**src/rtl/cpu_defs.sv**
```systemverilog
// Shared definitions for the multicycle CPU control path.
// Holds the opcode map, the ALUOp / ALUSrcB / PCSrc encodings and the
// control FSM state encodings, which are visible on StateOut.
package cpu_defs;

    // Opcodes, IR[15:12]
    localparam logic [3:0] OP_R0   = 4'b0000;
    localparam logic [3:0] OP_R1   = 4'b0001;
    localparam logic [3:0] OP_R2   = 4'b0010;
    localparam logic [3:0] OP_LW   = 4'b0100;
    localparam logic [3:0] OP_SW   = 4'b0101;
    localparam logic [3:0] OP_BEQ  = 4'b0110;
    localparam logic [3:0] OP_BNE  = 4'b0111;
    localparam logic [3:0] OP_ADDI = 4'b1001;
    localparam logic [3:0] OP_SUBI = 4'b1010;
    localparam logic [3:0] OP_SLTI = 4'b1011;
    localparam logic [3:0] OP_HALT = 4'b1111;

    // ALUOp consumed by ALU control
    localparam logic [1:0] ALUOP_ADD = 2'b00;
    localparam logic [1:0] ALUOP_SUB = 2'b01;
    localparam logic [1:0] ALUOP_R   = 2'b10;
    localparam logic [1:0] ALUOP_I   = 2'b11;

    // ALU B operand select
    localparam logic [1:0] ALUSRCB_REG   = 2'b00;
    localparam logic [1:0] ALUSRCB_TWO   = 2'b01;
    localparam logic [1:0] ALUSRCB_IMM   = 2'b10;
    localparam logic [1:0] ALUSRCB_IMMSH = 2'b11;

    // PC source select
    localparam logic [1:0] PCSRC_ALU    = 2'b00;
    localparam logic [1:0] PCSRC_TARGET = 2'b01;
    localparam logic [1:0] PCSRC_HOLD   = 2'b10;

    typedef enum logic [3:0] {
        S_FETCH  = 4'd0,
        S_DECODE = 4'd1,
        S_MEMADR = 4'd2,
        S_MEMRD  = 4'd3,
        S_MEMWB  = 4'd4,
        S_MEMWR  = 4'd5,
        S_EXEC_R = 4'd6,
        S_WB_R   = 4'd7,
        S_EXEC_I = 4'd8,
        S_WB_I   = 4'd9,
        S_BRANCH = 4'd10,
        S_HALT   = 4'd11,
        S_ERROR  = 4'd12
    } state_t;

endpackage

```
**src/rtl/mem_wait_timer.sv**
```systemverilog
// Counts cycles spent waiting on a memory handshake.
// Ports:
//   clk     - rising-edge clock
//   rst     - synchronous active-high reset, clears the count
//   clear   - synchronous clear (entering a new wait state)
//   enable  - count this cycle (waiting, no ready)
//   expired - the current cycle is the timeout-th waiting cycle
module mem_wait_timer #(
    parameter int unsigned Timeout = 15
) (
    input  logic clk,
    input  logic rst,
    input  logic clear,
    input  logic enable,
    output logic expired
);

    // Count holds cycles already waited; the cycle where it equals
    // Timeout-1 is the Timeout-th waiting cycle.
    localparam logic [3:0] Limit = 4'(Timeout - 1);

    logic [3:0] count_q;

    always_ff @(posedge clk) begin
        if (rst || clear) begin
            count_q <= 4'd0;
        end else if (enable && (count_q != 4'hf)) begin
            count_q <= count_q + 4'd1;
        end
    end

    assign expired = (count_q >= Limit);

endmodule

```
**src/rtl/multicycle_control.sv**
```systemverilog
// Moore control FSM for the 16-bit multicycle CPU datapath.
// Sequences fetch/decode/execute/memory/writeback and stalls on MemReady.
// Ports:
//   Clock, Reset          - clock, synchronous active-high reset
//   Opcode, Zero          - IR[15:12] and ALU zero flag
//   MemReady              - memory access completes this cycle
//   PCWrite, PCSrc        - PC load enable and source select
//   IorD, MemRead/Write   - memory address select and requests
//   IRWrite               - instruction register load
//   ALUSrcA/B, ALUOp      - ALU operand selects and operation class
//   RegDst, MemToReg,
//   RegWrite              - register-file write controls
//   Halted, BusError      - sticky status (held by HALT / ERROR states)
//   IllegalOp             - single-cycle pulse on an undefined opcode
//   StateOut              - current state encoding
module multicycle_control
    import cpu_defs::*;
#(
    parameter int unsigned MEM_TIMEOUT = 15
) (
    input  logic       Clock,
    input  logic       Reset,
    input  logic [3:0] Opcode,
    input  logic       Zero,
    input  logic       MemReady,
    output logic       PCWrite,
    output logic [1:0] PCSrc,
    output logic       IorD,
    output logic       MemRead,
    output logic       MemWrite,
    output logic       IRWrite,
    output logic       ALUSrcA,
    output logic [1:0] ALUSrcB,
    output logic [1:0] ALUOp,
    output logic       RegDst,
    output logic       MemToReg,
    output logic       RegWrite,
    output logic       Halted,
    output logic       BusError,
    output logic       IllegalOp,
    output logic [3:0] StateOut
);

    state_t state_q, state_d;
    logic   wait_state;
    logic   timer_expired;

    always_ff @(posedge Clock) begin
        if (Reset) begin
            state_q <= S_FETCH;
        end else begin
            state_q <= state_d;
        end
    end

    assign wait_state = (state_q == S_FETCH) || (state_q == S_MEMRD) || (state_q == S_MEMWR);

    // Any state change restarts the count, so every wait state starts from zero.
    mem_wait_timer #(
        .Timeout (MEM_TIMEOUT)
    ) u_timer (
        .clk     (Clock),
        .rst     (Reset),
        .clear   (state_d != state_q),
        .enable  (wait_state && !MemReady),
        .expired (timer_expired)
    );

    always_comb begin
        state_d   = state_q;
        PCWrite   = 1'b0;
        PCSrc     = PCSRC_HOLD;
        IorD      = 1'b0;
        MemRead   = 1'b0;
        MemWrite  = 1'b0;
        IRWrite   = 1'b0;
        ALUSrcA   = 1'b0;
        ALUSrcB   = ALUSRCB_REG;
        ALUOp     = ALUOP_ADD;
        RegDst    = 1'b0;
        MemToReg  = 1'b0;
        RegWrite  = 1'b0;
        Halted    = 1'b0;
        BusError  = 1'b0;
        IllegalOp = 1'b0;

        unique case (state_q)
            S_FETCH: begin
                MemRead = 1'b1;
                ALUSrcB = ALUSRCB_TWO;
                // Ready wins over a timeout landing in the same cycle.
                if (MemReady) begin
                    IRWrite = 1'b1;
                    PCWrite = 1'b1;
                    PCSrc   = PCSRC_ALU;
                    state_d = S_DECODE;
                end else if (timer_expired) begin
                    state_d = S_ERROR;
                end
            end
            S_DECODE: begin
                ALUSrcB = ALUSRCB_IMMSH;
                case (Opcode)
                    OP_R0, OP_R1, OP_R2:    state_d = S_EXEC_R;
                    OP_LW, OP_SW:           state_d = S_MEMADR;
                    OP_BEQ, OP_BNE:         state_d = S_BRANCH;
                    OP_ADDI, OP_SUBI,
                    OP_SLTI:                state_d = S_EXEC_I;
                    OP_HALT:                state_d = S_HALT;
                    default: begin
                        IllegalOp = 1'b1;
                        state_d   = S_FETCH;
                    end
                endcase
            end
            S_MEMADR: begin
                ALUSrcA = 1'b1;
                ALUSrcB = ALUSRCB_IMM;
                state_d = (Opcode == OP_SW) ? S_MEMWR : S_MEMRD;
            end
            S_MEMRD: begin
                IorD    = 1'b1;
                MemRead = 1'b1;
                if (MemReady) begin
                    state_d = S_MEMWB;
                end else if (timer_expired) begin
                    state_d = S_ERROR;
                end
            end
            S_MEMWB: begin
                RegWrite = 1'b1;
                MemToReg = 1'b1;
                state_d  = S_FETCH;
            end
            S_MEMWR: begin
                IorD     = 1'b1;
                MemWrite = 1'b1;
                if (MemReady) begin
                    state_d = S_FETCH;
                end else if (timer_expired) begin
                    state_d = S_ERROR;
                end
            end
            S_EXEC_R: begin
                ALUSrcA = 1'b1;
                ALUOp   = ALUOP_R;
                state_d = S_WB_R;
            end
            S_WB_R: begin
                RegWrite = 1'b1;
                RegDst   = 1'b1;
                state_d  = S_FETCH;
            end
            S_EXEC_I: begin
                ALUSrcA = 1'b1;
                ALUSrcB = ALUSRCB_IMM;
                ALUOp   = ALUOP_I;
                state_d = S_WB_I;
            end
            S_WB_I: begin
                RegWrite = 1'b1;
                state_d  = S_FETCH;
            end
            S_BRANCH: begin
                ALUSrcA = 1'b1;
                ALUOp   = ALUOP_SUB;
                PCSrc   = PCSRC_TARGET;
                PCWrite = (Opcode == OP_BNE) ? ~Zero : Zero;
                state_d = S_FETCH;
            end
            S_HALT: begin
                Halted = 1'b1;
            end
            S_ERROR: begin
                BusError = 1'b1;
            end
            default: begin
                state_d = S_FETCH;
            end
        endcase
    end

    assign StateOut = state_q;

endmodule

```
**config.mk**
```make
export PLATFORM = sky130hd
export DESIGN_NAME = multicycle_control
export DESIGN_NICKNAME = d
export VERILOG_FILES = /design/src/rtl/cpu_defs.sv /design/src/rtl/mem_wait_timer.sv /design/src/rtl/multicycle_control.sv
export SDC_FILE = /design/constraint.sdc
export NUM_CORES = 1
export LEC_CHECK = 0
export ABC_AREA = 1
export BUFFER_PORTS_ARGS = -buffer_cell sky130_fd_sc_hd__buf_2
export CAP_MARGIN = 20
export CORE_MARGIN = 3
export CORE_UTILIZATION = 45
export CTS_CLUSTER_SIZE = 8
export DETAILED_ROUTE_END_ITERATION = 8
export PLACE_DENSITY = 0.73
export SYNTH_ARGS = -nofsm -noshare
export SYNTH_HDL_FRONTEND = slang
export SYNTH_SLANG_ARGS = --single-unit
```
**constraint.sdc**
```tcl
create_clock -name Clock -period 2.02 [get_ports Clock]
set_clock_uncertainty 0.15 [all_clocks]
set_input_delay 0.303 -clock Clock [delete_from_list [all_inputs] [get_ports Clock]]
set_output_delay 0.303 -clock Clock [all_outputs]
set_load 0.005 [all_outputs]
```
==> results of run 1 <==
-- worst register-to-register path, cell delays in order, from the launching register on --
cell                      delay [ns]
sky130_fd_sc_hd__dfxtp_1        0.36
sky130_fd_sc_hd__inv_1          0.08
sky130_fd_sc_hd__ha_1           0.19
sky130_fd_sc_hd__inv_1          0.05
sky130_fd_sc_hd__nand2_1        0.05
sky130_fd_sc_hd__nand2_1        0.10
sky130_fd_sc_hd__nand2_1        0.06
sky130_fd_sc_hd__nor2_1         0.13
sky130_fd_sc_hd__nand2_1        0.13
sky130_fd_sc_hd__nand3_1        0.12
sky130_fd_sc_hd__nand2_1        0.07
sky130_fd_sc_hd__nor2_2         0.09
sky130_fd_sc_hd__nand2_2        0.08
sky130_fd_sc_hd__nor2_1         0.10
-- stage by stage --
stage          utilization (%)  hold WS, ns  instances  instance area (µm²)  total power [mW]
6_report                  60.4       0.0878        220                 1080             0.940
5_1_grt                   60.4        0.111        220                 1080              1.03
4_1_cts                   60.2       0.0983        220                 1070             0.934
3_5_place_dp              58.9        0.372        217                 1050             0.810
3_3_place_gp              58.9        0.374        217                 1050             0.803
2_1_floorplan                -        0.222        164                  886             0.640
-- how the worst max path moves through the flow --
stage,start,to
finish,StateOut[0]$_SDFF_PP0_,ALUSrcA
global route,u_timer.count_q[0]$_SDFFE_PP0P_,u_timer.count_q[2]$_SDFFE_PP0P_
CTS,StateOut[0]$_SDFF_PP0_,ALUSrcA
detailed placement,StateOut[0]$_SDFF_PP0_,u_timer.count_q[2]$_SDFFE_PP0P_
global placement,StateOut[0]$_SDFF_PP0_,u_timer.count_q[0]$_SDFFE_PP0P_
floorplan,StateOut[2]$_SDFF_PP0_,u_timer.count_q[0]$_SDFFE_PP0P_
-- layer usage --
layer	part of all wire, %	wire, µm	vias up
li1	-	-	565
met3	5.5	126	6
met2	45	1030	34
met4	2.1	48	0
met1	48	1100	456
met5	0	0	-
-- where the power goes --
part	switching [mW]	internal (mW)
logic	0.356	0.224
registers	0.0477	0.187
clock network	0.0566	0.0681
total	0.461	0.479
-- cell type report --
cell class / instances / area share, %
Tap cell: 25 / 2.90
Sequential cell: 8 / 15.2
Multi-Input combinational cell: 128 / 56.9
Inverter: 27 / 9.41
Timing Repair Buffer: 29 / 13.5
Clock buffer: 3 / 2.09
-- synth_stat cells --
cell type	number
sky130_fd_sc_hd__nand2_1	52
sky130_fd_sc_hd__a31oi_1	1
sky130_fd_sc_hd__nor2_1	36
sky130_fd_sc_hd__inv_2	1
sky130_fd_sc_hd__and3_1	1
sky130_fd_sc_hd__xor2_1	3
sky130_fd_sc_hd__inv_1	26
sky130_fd_sc_hd__dfxtp_1	8
sky130_fd_sc_hd__o211ai_4	1
sky130_fd_sc_hd__nor2_4	3
sky130_fd_sc_hd__nor2_2	3
sky130_fd_sc_hd__o21ai_0	6
sky130_fd_sc_hd__a21oi_1	2
sky130_fd_sc_hd__nand3_2	1
sky130_fd_sc_hd__nand3b_1	1
sky130_fd_sc_hd__nand4_1	1
sky130_fd_sc_hd__o21bai_1	1
sky130_fd_sc_hd__buf_6	1
sky130_fd_sc_hd__nand3_1	11
sky130_fd_sc_hd__ha_1	2
sky130_fd_sc_hd__nand2_2	3
-- kinds of logic after synthesis --
| family | count (synthesis) | share of synthesized area [%] |
|---|---|---|
| AO/OA/AOI/OAI | 11 | 8.48 |
| buffers and inverters | 28 | 12.7 |
| AND/OR/NAND/NOR | 112 | 54.9 |
| XOR/XNOR | 3 | 2.97 |
| adder cells (fa/ha/maj) | 2 | 2.82 |
| flip-flops | 8 | 18.1 |
-- sequential cells by signal (all words and copies together), names as in the netlist --
name and cells:
StateOut 4, u_timer.count_q 4
==> results list, run 1 <==
* Number of slew-limit violations in the final report: 0
* Setup repair after global routing missed its margin: false
- Number of I/O pins: 30
* Post-synth top area cell: sky130_fd_sc_hd__nand2_1
- Clock transition at path regs: roughly 0.060 ns
- Counting both buffers and inverters, the worst setup path holds a total of 2.
- After synthesis, the mean cell area works out to approximately 5.4 µm².
- Largest fanout on the critical path: 9
- In the synthesized netlist, the number of instances is roughly 160.
- After synthesis the cells add up to approximately 890 µm².
* Global-route wire length before repair: between 3 and 4 mm
- Area of the core: approximately 1800 µm²
- After detailed routing, the number of vias per cell comes to 4.82.
- The critical path goes through inv_1 > nand2_1 > nor2_2 > nor2_4 > o21ai_0 > buf_2.
- CTS tree: yes
- Minimum clock period: about 1.9 ns
* Number of cells on the critical path: 6
- At the worst endpoint, the arrival time is between 1 and 1.5 ns.
* Max_cap viols: 0
- Storage cell area: 164 µm²
- Leakage: 0.684 nW
- Origin of the critical flop-to-flop path: u_timer.count_q[0]$_SDFFE_PP0P_
- The worst register-to-register path ends at u_timer.count_q[1]$_SDFFE_PP0P_.
* CTS Hold Buffers Added: 0
- Global routing consumed, on the met2 layer, a little under a third of the routing resources.
* Floorplan die area: approximately 2500 µm²
- H-tree levels: 1
- Pin count of the biggest net entering global routing: 10
* Via count of the first global-routing pass: 907
- Number of diodes: 0
- The first detailed-routing pass ran for 4 iterations.
* Clk_lat worst skew: approximately 0.26 ns
- In the global route stage, overall resource usage came out at between 20% and 30%.
* Layout overhead on the synthesized area: 21.6%
- Across all layers, the routed design uses between 1,000 and 1,500 vias.
- The floorplan has 15 rows.
* PwrDens: roughly 870 nW/µm²
- Number of sinks on the clock net: 8
- Die span in x: 50.4 µm
* Maximum buffer depth of the clock tree: 2
* Delay contributed by the slowest stage of the critical path: around 0.37 ns
* Commonest cells after routing, fill and taps aside: sky130_fd_sc_hd__nand2_1, sky130_fd_sc_hd__nor2_1, sky130_fd_sc_hd__buf_2
- Transition at the pin with the smallest max-transition slack: between 0.2 and 0.25 ns
* Grt met3 use: 3.26%
- Required time at the worst-slack endpoint: approximately 1.6 ns
- Port bufs: 29
- Register bit count reported by yosys: 8
- Run status: finished, final reports clean
* Max IR drop VDD: around 500 µV
- Net count of the finished layout: slightly above 200
- Clock root cell: sky130_fd_sc_hd__clkbuf_4
* Post-route worst setup slack: 0.143 ns
* Slowest stage cell on the critical path: sky130_fd_sc_hd__dfxtp_2
- Prior to clock tree synthesis, the placed netlist has a worst setup slack of 0.172 ns.
* Residual DRC: 0
- Count of final hold-check violations: 0
- After legalization and detailed placement, the total HPWL measured 1.92 mm.
- Final weighted congestion in routability-driven placement: between 0.9 and 1
- The number of antenna violations at the first check in global routing is 0.
- Worst Hold Endpoint: StateOut[0]$_SDFF_PP0_
* Hold path cells: 2
* Fill cell instance count of the final layout: 171
- For met1 alone, demand over resource in global routing was between 20% and 30%.
- YS warnings: 0
- For this block, the initial DRC count from the detailed router was 36.
- Fraction of the yosys area taken by sequential cells: ~18%
* Die height: roughly 50 µm
- Cell depth of the worst flop-to-flop path: 13
- After layout, the worst path uses 92.9% of the clock period.
* CP top delay family: simple AND/OR/NAND/NOR gates
- Top post-synthesis cells by area: sky130_fd_sc_hd__nand2_1, sky130_fd_sc_hd__dfxtp_1, sky130_fd_sc_hd__nor2_1, sky130_fd_sc_hd__inv_1, sky130_fd_sc_hd__nand3_1
- The critical path is of the flip-flop to output port type.
- Initial Util: between 40% and 50%
* Startpoint types: flip-flop
* Most common cell after layout, fill and taps aside: sky130_fd_sc_hd__nand2_1
* Final setup viols: 0
- Across all register-to-register paths, the minimum setup slack is ~0.23 ns.
* Total nets after synthesis: around 170
- Average wire per cell in the routed design: roughly 10 µm
* Worst min path class: input pin to flip-flop
- In this run the remaining antenna-violating nets after routing total 0.
- The multi-input combinational cells in the finished layout cover a total of 613 µm².
* Quantity of gates resized following cts: 0
* Total grt overflow: 0
* Area fraction of the dominant cell type after synthesis: 22.0%
- Yosys mapped the design onto 21 distinct sky130hd cell types.
- Buffers inserted during clock tree synthesis total 3.
* Min-delay src: Reset
* Most used routing layer in global routing: met2
- Setup TNS Final: 0 ns
- Number of setup buffers added after CTS: 0
- Kind of end point of the critical path: output port
- The routed design has around 2.3 mm of wire.
- Worst-case headroom to the max-slew limit: between 80% and 90%
- In the final layout, the share of cells above drive strength 1 is about a quarter.
* Peak Freq: around 530 MHz
Power figures use the tool's default switching activity.
==> run 2: changes to the inputs <==
--- a/config.mk
+++ b/config.mk
@@ -9,10 +9,10 @@
 export BUFFER_PORTS_ARGS = -buffer_cell sky130_fd_sc_hd__buf_2
 export CAP_MARGIN = 20
 export CORE_MARGIN = 3
-export CORE_UTILIZATION = 45
+export CORE_UTILIZATION = 49
 export CTS_CLUSTER_SIZE = 8
 export DETAILED_ROUTE_END_ITERATION = 8
-export PLACE_DENSITY = 0.73
+export PLACE_DENSITY = 0.78
 export SYNTH_ARGS = -nofsm -noshare
 export SYNTH_HDL_FRONTEND = slang
 export SYNTH_SLANG_ARGS = --single-unit
==> run 2 against run 1 <==
Against the previous run: critical path type unchanged; via count fell by 1.1%; critical path depth did not move; cell area rose by 0.35%; final cell count fell by 0.45%; global-route usage rose by 0.48 points; fmax rose by 0.12%.
==> results list, run 2 (synthesis results as in run 1) <==
* Leakage: 0.686 nW
- Net load switching power: around 0.46 mW
* Final design area excluding fillers: about 1100 µm²
- Final weighted congestion in routability-driven placement: 0.915
- IR analysis of the VDD net gives a maximum drop of between 500 and 600 µV.
- M1 GR Usage: 27.4%
* Area of the core: 1590 µm²
* Remaining antenna violation count after routing: 0
- After legalization and detailed placement, the total HPWL measured 1.91 mm.
- After the last flow step, the layout net total stands at 207.
- Pin placement for this block handled 30 I/O pins.
- Maximum buffer depth of the clock tree: 2
- Cts bufs inserted: 3
- At the end of the flow the core is filled with cells to 67.8%.
- Ratio of final minimum period to clock period: ~93%
* Data arrival, critical path: about 1.4 ns
* Most common cell after layout, fill and taps aside: sky130_fd_sc_hd__nand2_1
- Run status: finished, final reports clean
- Number of setup buffers added after CTS: 0
* Peak Freq: roughly 530 MHz
* Post-route worst setup slack: between 0.1 and 0.15 ns
* Global-route wire length before repair: 3.85 mm
- In the routed design, unresolved DRC markers number 0.
* Clock transition at path regs: roughly 0.050 ns
* Number of diodes: 0
* Minimum clock period: ~1.9 ns
- The die covers between 2000 and 2500 µm².
- The number of hold buffers added after CTS was 0.
* Commonest cells after routing, fill and taps aside: sky130_fd_sc_hd__nand2_1, sky130_fd_sc_hd__nor2_1, sky130_fd_sc_hd__buf_2
- Total grt overflow: 0
* Min-delay src: Reset
* Fraction of layout cells with a size suffix above 1: between 20% and 30%
* Quantity of gates resized following cts: 0
- Number of DRC markers after the initial detailed-route iteration: 42
* Number of sinks on the clock net: 8
- Net Sw Frac: approximately 49%
- met2 is the most crowded layer.
- Fill cell instance count of the final layout: roughly 160
* Worst-case headroom to the max-slew limit: between 80 and 90%
* First drt pass iteration count: 4
* GR Util met2: a little under a third
* Number of slew-limit violations in the final report: 0
- Average wire per cell in the routed design: approximately 11 µm
- Clock root cell: sky130_fd_sc_hd__clkbuf_4
- The path class of the tightest hold or removal check is input pin to flip-flop.
- Aggregate global-route resource usage: roughly a fifth
- After detailed routing, the total wire length is roughly 2.3 mm.
- PwrDens: 872 nW/µm²
* Kind of end point of the critical path: output port
- Pin count of the biggest net entering global routing: 10
- Initial Util: between 50% and 60%
- Area post-placement: around 1000 µm²
- Die span in x: between 40 and 50 µm
* Layout overhead on the synthesized area: 22.0%
- Sequential share of power: between 20% and 30%
* Clock share of power: 12.9%
* Kind of critical path: flip-flop to output port
* Overall via count from detail_route: around 1,000
- The worst hold path passes through 2 cells.
- Port bufs: 29
- After detailed routing, the number of vias per cell comes to between 4 and 5.
* Initial antenna violation count: 0
* Count of final hold-check violations: 0
- Prior to clock tree synthesis, the placed netlist has a worst setup slack of 0.177 ns.
- For the pin with the worst max-slew slack, the measured transition is approximately 0.27 ns.
* Origin of the critical flop-to-flop path: StateOut[3]$_SDFF_PP0_
- The worst register-to-register path has a setup slack of roughly 0.28 ns.
- Setup violations remaining at the end of the flow were counted as 0.
- H-tree levels: 1
* Design internal power: roughly 0.48 mW
- STA classifies the critical path startpoint as a flip-flop.
- Clk_lat worst skew: ~0.25 ns
* Largest fanout on the critical path: 6
- Across the run, the number of max-cap violations was 0.
* Worst Hold Endpoint: StateOut[0]$_SDFF_PP0_
* Die height: about 49 µm
- Critical register-to-register path endpoint: u_timer.count_q[3]$_SDFFE_PP0P_
* Relative contribution of combinational cells to total power: between 60% and 70%
- Cell depth of the worst flop-to-flop path: 12
* Grt met3 use: under 10%
- Cell Rows: 14
- STA puts the critical path data required time at ~1.6 ns.
* Via count of the first global-routing pass: just under 900
- TritonCTS built the clock tree.
run 2: changes by cell type in the layout (fill, tap and decap cells not counted):
cell / delta
sky130_fd_sc_hd__nor2_2: -1
sky130_fd_sc_hd__nor2_4: +1
run 2: cell type report:
| class | instances | area, µm² | share of cell area [%] |
|---|---|---|---|
| Clock buffer | 3 | 22.5 | 2.08 |
| Inverter | 27 | 101 | 9.37 |
| Multi-Input combinational cell | 128 | 618 | 57.2 |
| Sequential cell | 8 | 164 | 15.2 |
| Tap cell | 24 | 30.0 | 2.78 |
| Timing Repair Buffer | 29 | 145 | 13.4 |
run 2: power groups by stage:
stage               Combinational [mW]  Sequential [mW]  Clock (mW)
CTS                              0.580            0.229       0.124
floorplan                        0.424            0.216           0
finish                           0.584            0.237       0.121
detailed placement               0.578            0.232           0
global route                     0.659            0.244       0.137
global placement                 0.570            0.232           0
run 2: critical path, stage by stage (launching register included):
cell	delay, ns
sky130_fd_sc_hd__dfxtp_1	0.46
sky130_fd_sc_hd__inv_1	0.15
sky130_fd_sc_hd__nand2_1	0.13
sky130_fd_sc_hd__nor2_1	0.09
sky130_fd_sc_hd__nor2_4	0.11
sky130_fd_sc_hd__o21ai_0	0.09
sky130_fd_sc_hd__buf_2	0.13
run 2: layer usage:
metal / vias to the layer above / share of wire (%)
li1: 567 / -
met1: 433 / 46
met2: 40 / 44
met3: 9 / 7.0
met4: 0 / 3.0
met5: - / 0
run 2: worst max-delay path by stage:
stage | cells past startpoint | start | to | slack (ns)
2_1_floorplan | 12 | StateOut[2]$_SDFF_PP0_ | u_timer.count_q[0]$_SDFFE_PP0P_ | 0.47
3_3_place_gp | 12 | StateOut[0]$_SDFF_PP0_ | u_timer.count_q[2]$_SDFFE_PP0P_ | 0.21
3_5_place_dp | 10 | StateOut[0]$_SDFF_PP0_ | u_timer.count_q[3]$_SDFFE_PP0P_ | 0.18
4_1_cts | 6 | StateOut[0]$_SDFF_PP0_ | ALUSrcA | 0.05
5_1_grt | 5 | StateOut[3]$_SDFF_PP0_ | PCWrite | -0.0003
6_report | 6 | StateOut[3]$_SDFF_PP0_ | ALUSrcA | 0.15
run 2: stage by stage:
step | std cells | total power, mW | hold WS [ns] | setup TNS, ns
CTS | 219 | 0.934 | 0.105 | 0
floorplan | 164 | 0.640 | 0.222 | 0
finish | 219 | 0.943 | 0.113 | 0
global placement | 216 | 0.802 | 0.367 | 0
global route | 219 | 1.04 | 0.0961 | -0.000301
detailed placement | 216 | 0.810 | 0.375 | 0
==> run 3: changes to the inputs <==
--- a/config.mk
+++ b/config.mk
@@ -5,14 +5,14 @@
 export SDC_FILE = /design/constraint.sdc
 export NUM_CORES = 1
 export LEC_CHECK = 0
-export ABC_AREA = 1
 export BUFFER_PORTS_ARGS = -buffer_cell sky130_fd_sc_hd__buf_2
 export CAP_MARGIN = 20
 export CORE_MARGIN = 3
-export CORE_UTILIZATION = 49
+export CORE_UTILIZATION = 50
 export CTS_CLUSTER_SIZE = 8
 export DETAILED_ROUTE_END_ITERATION = 8
-export PLACE_DENSITY = 0.78
+export PLACE_DENSITY = 0.79
+export SKIP_CTS_REPAIR_TIMING = 1
 export SYNTH_ARGS = -nofsm -noshare
 export SYNTH_HDL_FRONTEND = slang
 export SYNTH_SLANG_ARGS = --single-unit
==> run 3 against run 2 <==
Against the previous run: wire length is 8.8% higher; final cell count is 16% lower; non-clock buffer count is 8 higher; critical path depth is 1 lower; first-iteration DRC count is 60% lower; via count is 2.1% higher; die area is 0.91% higher; power is 30% lower; worst setup slack worse by 0.085 ns; sequential share of layout area is 1.5 points lower; sequential power is 24% lower; largest power group unchanged.
==> results list, run 3 <==
- For this run, asynchronously set or reset flops after synthesis account for 0%.
- sky130_fd_sc_hd__nor2_1 is the most common cell in the netlist.
- After Yosys synthesis, full adders, half adders and majority gates account for under 10% of the synthesized area.
- Fraction of the mapped netlist area in simple logic gates: 33.8%
- Overall via count from detail_route: 1,071
* Layout overhead on the synthesized area: 28.5%
- Headroom to the max-slew limit came out at a little over two thirds.
- Clock share of power: between 10% and 20%
* Instance count after placement with tap cells included: ~180
- Summed over all nets, the switching power comes to ~0.26 mW.
- Aggregate global-route resource usage: a little over a fifth
- The total count of hold-check failures in the final report was 0.
* Most common cell after layout, fill and taps aside: sky130_fd_sc_hd__buf_2
* Max IR drop VDD: 426 µV
- Primary FF master, synth: sky130_fd_sc_hd__dfxtp_1
- The routed design could run at a clock period as short as between 1.5 and 2 ns.
- Number of diodes: 0
- Peak Freq: 510 MHz
- Along the worst hold path, the cell count comes to 2.
- For the pin with the worst max-slew slack, the measured transition is around 0.44 ns.
- The internal portion of the total power is 0.400 mW.
- In this run the tool buffered the top-level ports with 29 buffer cells.
- The finished layout holds 183 standard cells, fillers aside.
- The floorplan step set the die width to between 40 and 50 µm.
- Clock transition at path regs: ~0.050 ns
* PwrDens: between 500 and 600 nW/µm²
- Global-route wire length before repair: between 4 and 5 mm
- Post-synth top area cell: sky130_fd_sc_hd__dfxtp_1
- Register bit count reported by yosys: 8
- For this block, the routed nets add up to approximately 2.5 mm of wire.
- The synthesized netlist occupies a cell area of 913 µm².
- The worst register-to-register path has a depth of 5.
- Final weighted congestion in routability-driven placement: between 0.8 and 0.9
- STA classifies the critical path startpoint as a flip-flop.
- The die covers about 2400 µm².
- Total half-perimeter wirelength after legalization and detailed placement: 1.87 mm
- In the layout the commonest cells are sky130_fd_sc_hd__buf_2, sky130_fd_sc_hd__nor2_1, sky130_fd_sc_hd__nand2_1.
- Net Sw Frac: about two fifths
- Yosys attributes the largest share of cell area to sky130_fd_sc_hd__dfxtp_1, sky130_fd_sc_hd__nor2_1, sky130_fd_sc_hd__nand2_1, sky130_fd_sc_hd__nand2b_1, sky130_fd_sc_hd__nor3_1.
- Number of instances in the synthesized netlist: about 130
* Relative contribution of combinational cells to total power: 54.2%
* Setup TNS Final: 0 ns
- Post-synth EDFFs: 0
- Sequential share of power: a little over a quarter
- Area fraction of the dominant cell type after synthesis: 17.5%
- The count of pins over their slew limit was 0.
- CTS tree: yes
- For this run the aggregate overflow at the end of global routing stands at 0.
- Residual DRC: 0
- The number of antenna violations at the first check in global routing is 0.
- At the worst endpoint, the required time is 2.00 ns.
- Ratio of final minimum period to clock period: a little over nine tenths
- Average via count per standard cell: a little under 6
- The worst setup path is captured at a flip-flop.
* Number of I/O pins: 30
* Data arrival, critical path: about 1.9 ns
* Total nets after synthesis: between 100 and 150
* H-tree levels: 1
- Cell Rows: 14
- Number of sinks on the clock net: 8
* Leakage: around 0.54 nW
* Largest fanout on the critical path: 4
- Run status: finished, final reports clean
- Kind of critical path: flip-flop to flip-flop
- The first detailed-routing pass ran for 4 iterations.
- For this run, the number of Yosys warnings is 0.
- Maximum buffer depth of the clock tree: 2
- The initial utilization of the core area, before any placement, comes to 56.7%.
- Remaining antenna violation count after routing: 0
- Net count of the finished layout: 171
* Cts bufs inserted: 3
- Pin count of the biggest net entering global routing: 22
- Via count of the first global-routing pass: 1,005
- Area of the core: between 1500 and 2000 µm²
- Number of DRC markers after the initial detailed-route iteration: 17
* Clock root cell: sky130_fd_sc_hd__clkbuf_4
- The synthesized netlist devotes ~29% of its cell area to compound gates.
* Portion of netlist area occupied by mux cells: between 2 and 2.5%
- Die height: about 49 µm
- Fraction of layout cells with a size suffix above 1: between 30% and 40%
- Cell types with the highest counts after synthesis: sky130_fd_sc_hd__nor2_1, sky130_fd_sc_hd__nand2_1, sky130_fd_sc_hd__dfxtp_1, sky130_fd_sc_hd__inv_1, sky130_fd_sc_hd__nor3_1
* Max_cap viols: 0
- Setup violations remaining at the end of the flow were counted as 0.
- Average wire per cell in the routed design: roughly 14 µm
- Mean cell area of the mapped netlist: roughly 7.2 µm²
- The worst hold path belongs to the class input pin to flip-flop.
* Count of cell types in the netlist: 44
- Of the synthesized area, sequential elements account for between 10% and 20%.
- Main combinational cell family by area after synthesis: simple AND/OR/NAND/NOR gates
- Clk_lat worst skew: approximately 0.26 ns
- The synthesized netlist devotes 5.75% of its cell area to XOR and XNOR gates.
-- run 3: routing by layer --
layer	track usage, %	up-vias	routed length, µm
met2	39.6	34	1310
met1	22.1	502	1040
li1	-	527	-
met3	5.52	8	131
met4	6.64	0	38
met5	0	-	0
-- run 3: cell families after synthesis --
logic type,after synthesis
muxes,2
xor gates and xnor gates,6
and+or+nand+nor,61
adders and majority gates,3
buffers and inverters,15
DFF,8
AOI/OAI and AO/OA,32
-- run 3: path summary, 6_finish.rpt --
kind | startpoint | to | slack, ns
worst max-delay path | StateOut[1]$_SDFF_PP0_ | u_timer.count_q[2]$_SDFFE_PP0P_ | 0.06
worst min-delay path | Reset | StateOut[3]$_SDFF_PP0_ | 0.14
worst max register to register | StateOut[1]$_SDFF_PP0_ | u_timer.count_q[2]$_SDFFE_PP0P_ | 0.06
worst min register to register | u_timer.count_q[3]$_SDFFE_PP0P_ | u_timer.count_q[3]$_SDFFE_PP0P_ | 0.39
-- run 3: final cells by class --
class	instances	area, µm²
flip-flops and latches	8	160
inverters	7	26.3
well taps	24	30.0
clock buffers	3	22.5
repair buffers	37	221
multi-input cells	104	713
fillers	139	438
-- run 3: per-stage QoR --
stage	setup WS (ns)	instance area (µm²)	utilization [%]	hold WS [ns]	total power [mW]
final	0.0602	1170	72.8	0.136	0.656
after global routing	-0.0419	1170	72.8	0.142	0.700
after CTS	0.0277	1140	70.5	0.124	0.647
after detailed placement	0.0651	1110	69.1	0.380	0.523
after global placement	0.129	1110	69.1	0.357	0.515
after floorplan	0.121	913	-	0.222	0.406
-- run 3: worst max-delay path, cell delays in order, from the launching register on --
cell                        delay (ns)
sky130_fd_sc_hd__dfxtp_1          0.31
sky130_fd_sc_hd__or4b_4           0.57
sky130_fd_sc_hd__a2111oi_4        0.35
sky130_fd_sc_hd__a211oi_2         0.09
sky130_fd_sc_hd__o221ai_2         0.26
sky130_fd_sc_hd__nor3_1           0.10
-- run 3: power groups by stage --
stage	sequential (mW)	combinational, mW	clock (mW)
floorplan	0.182	0.224	0
global placement	0.181	0.334	0
detailed placement	0.182	0.341	0
CTS	0.179	0.343	0.125
global route	0.180	0.390	0.130
finish	0.179	0.355	0.122
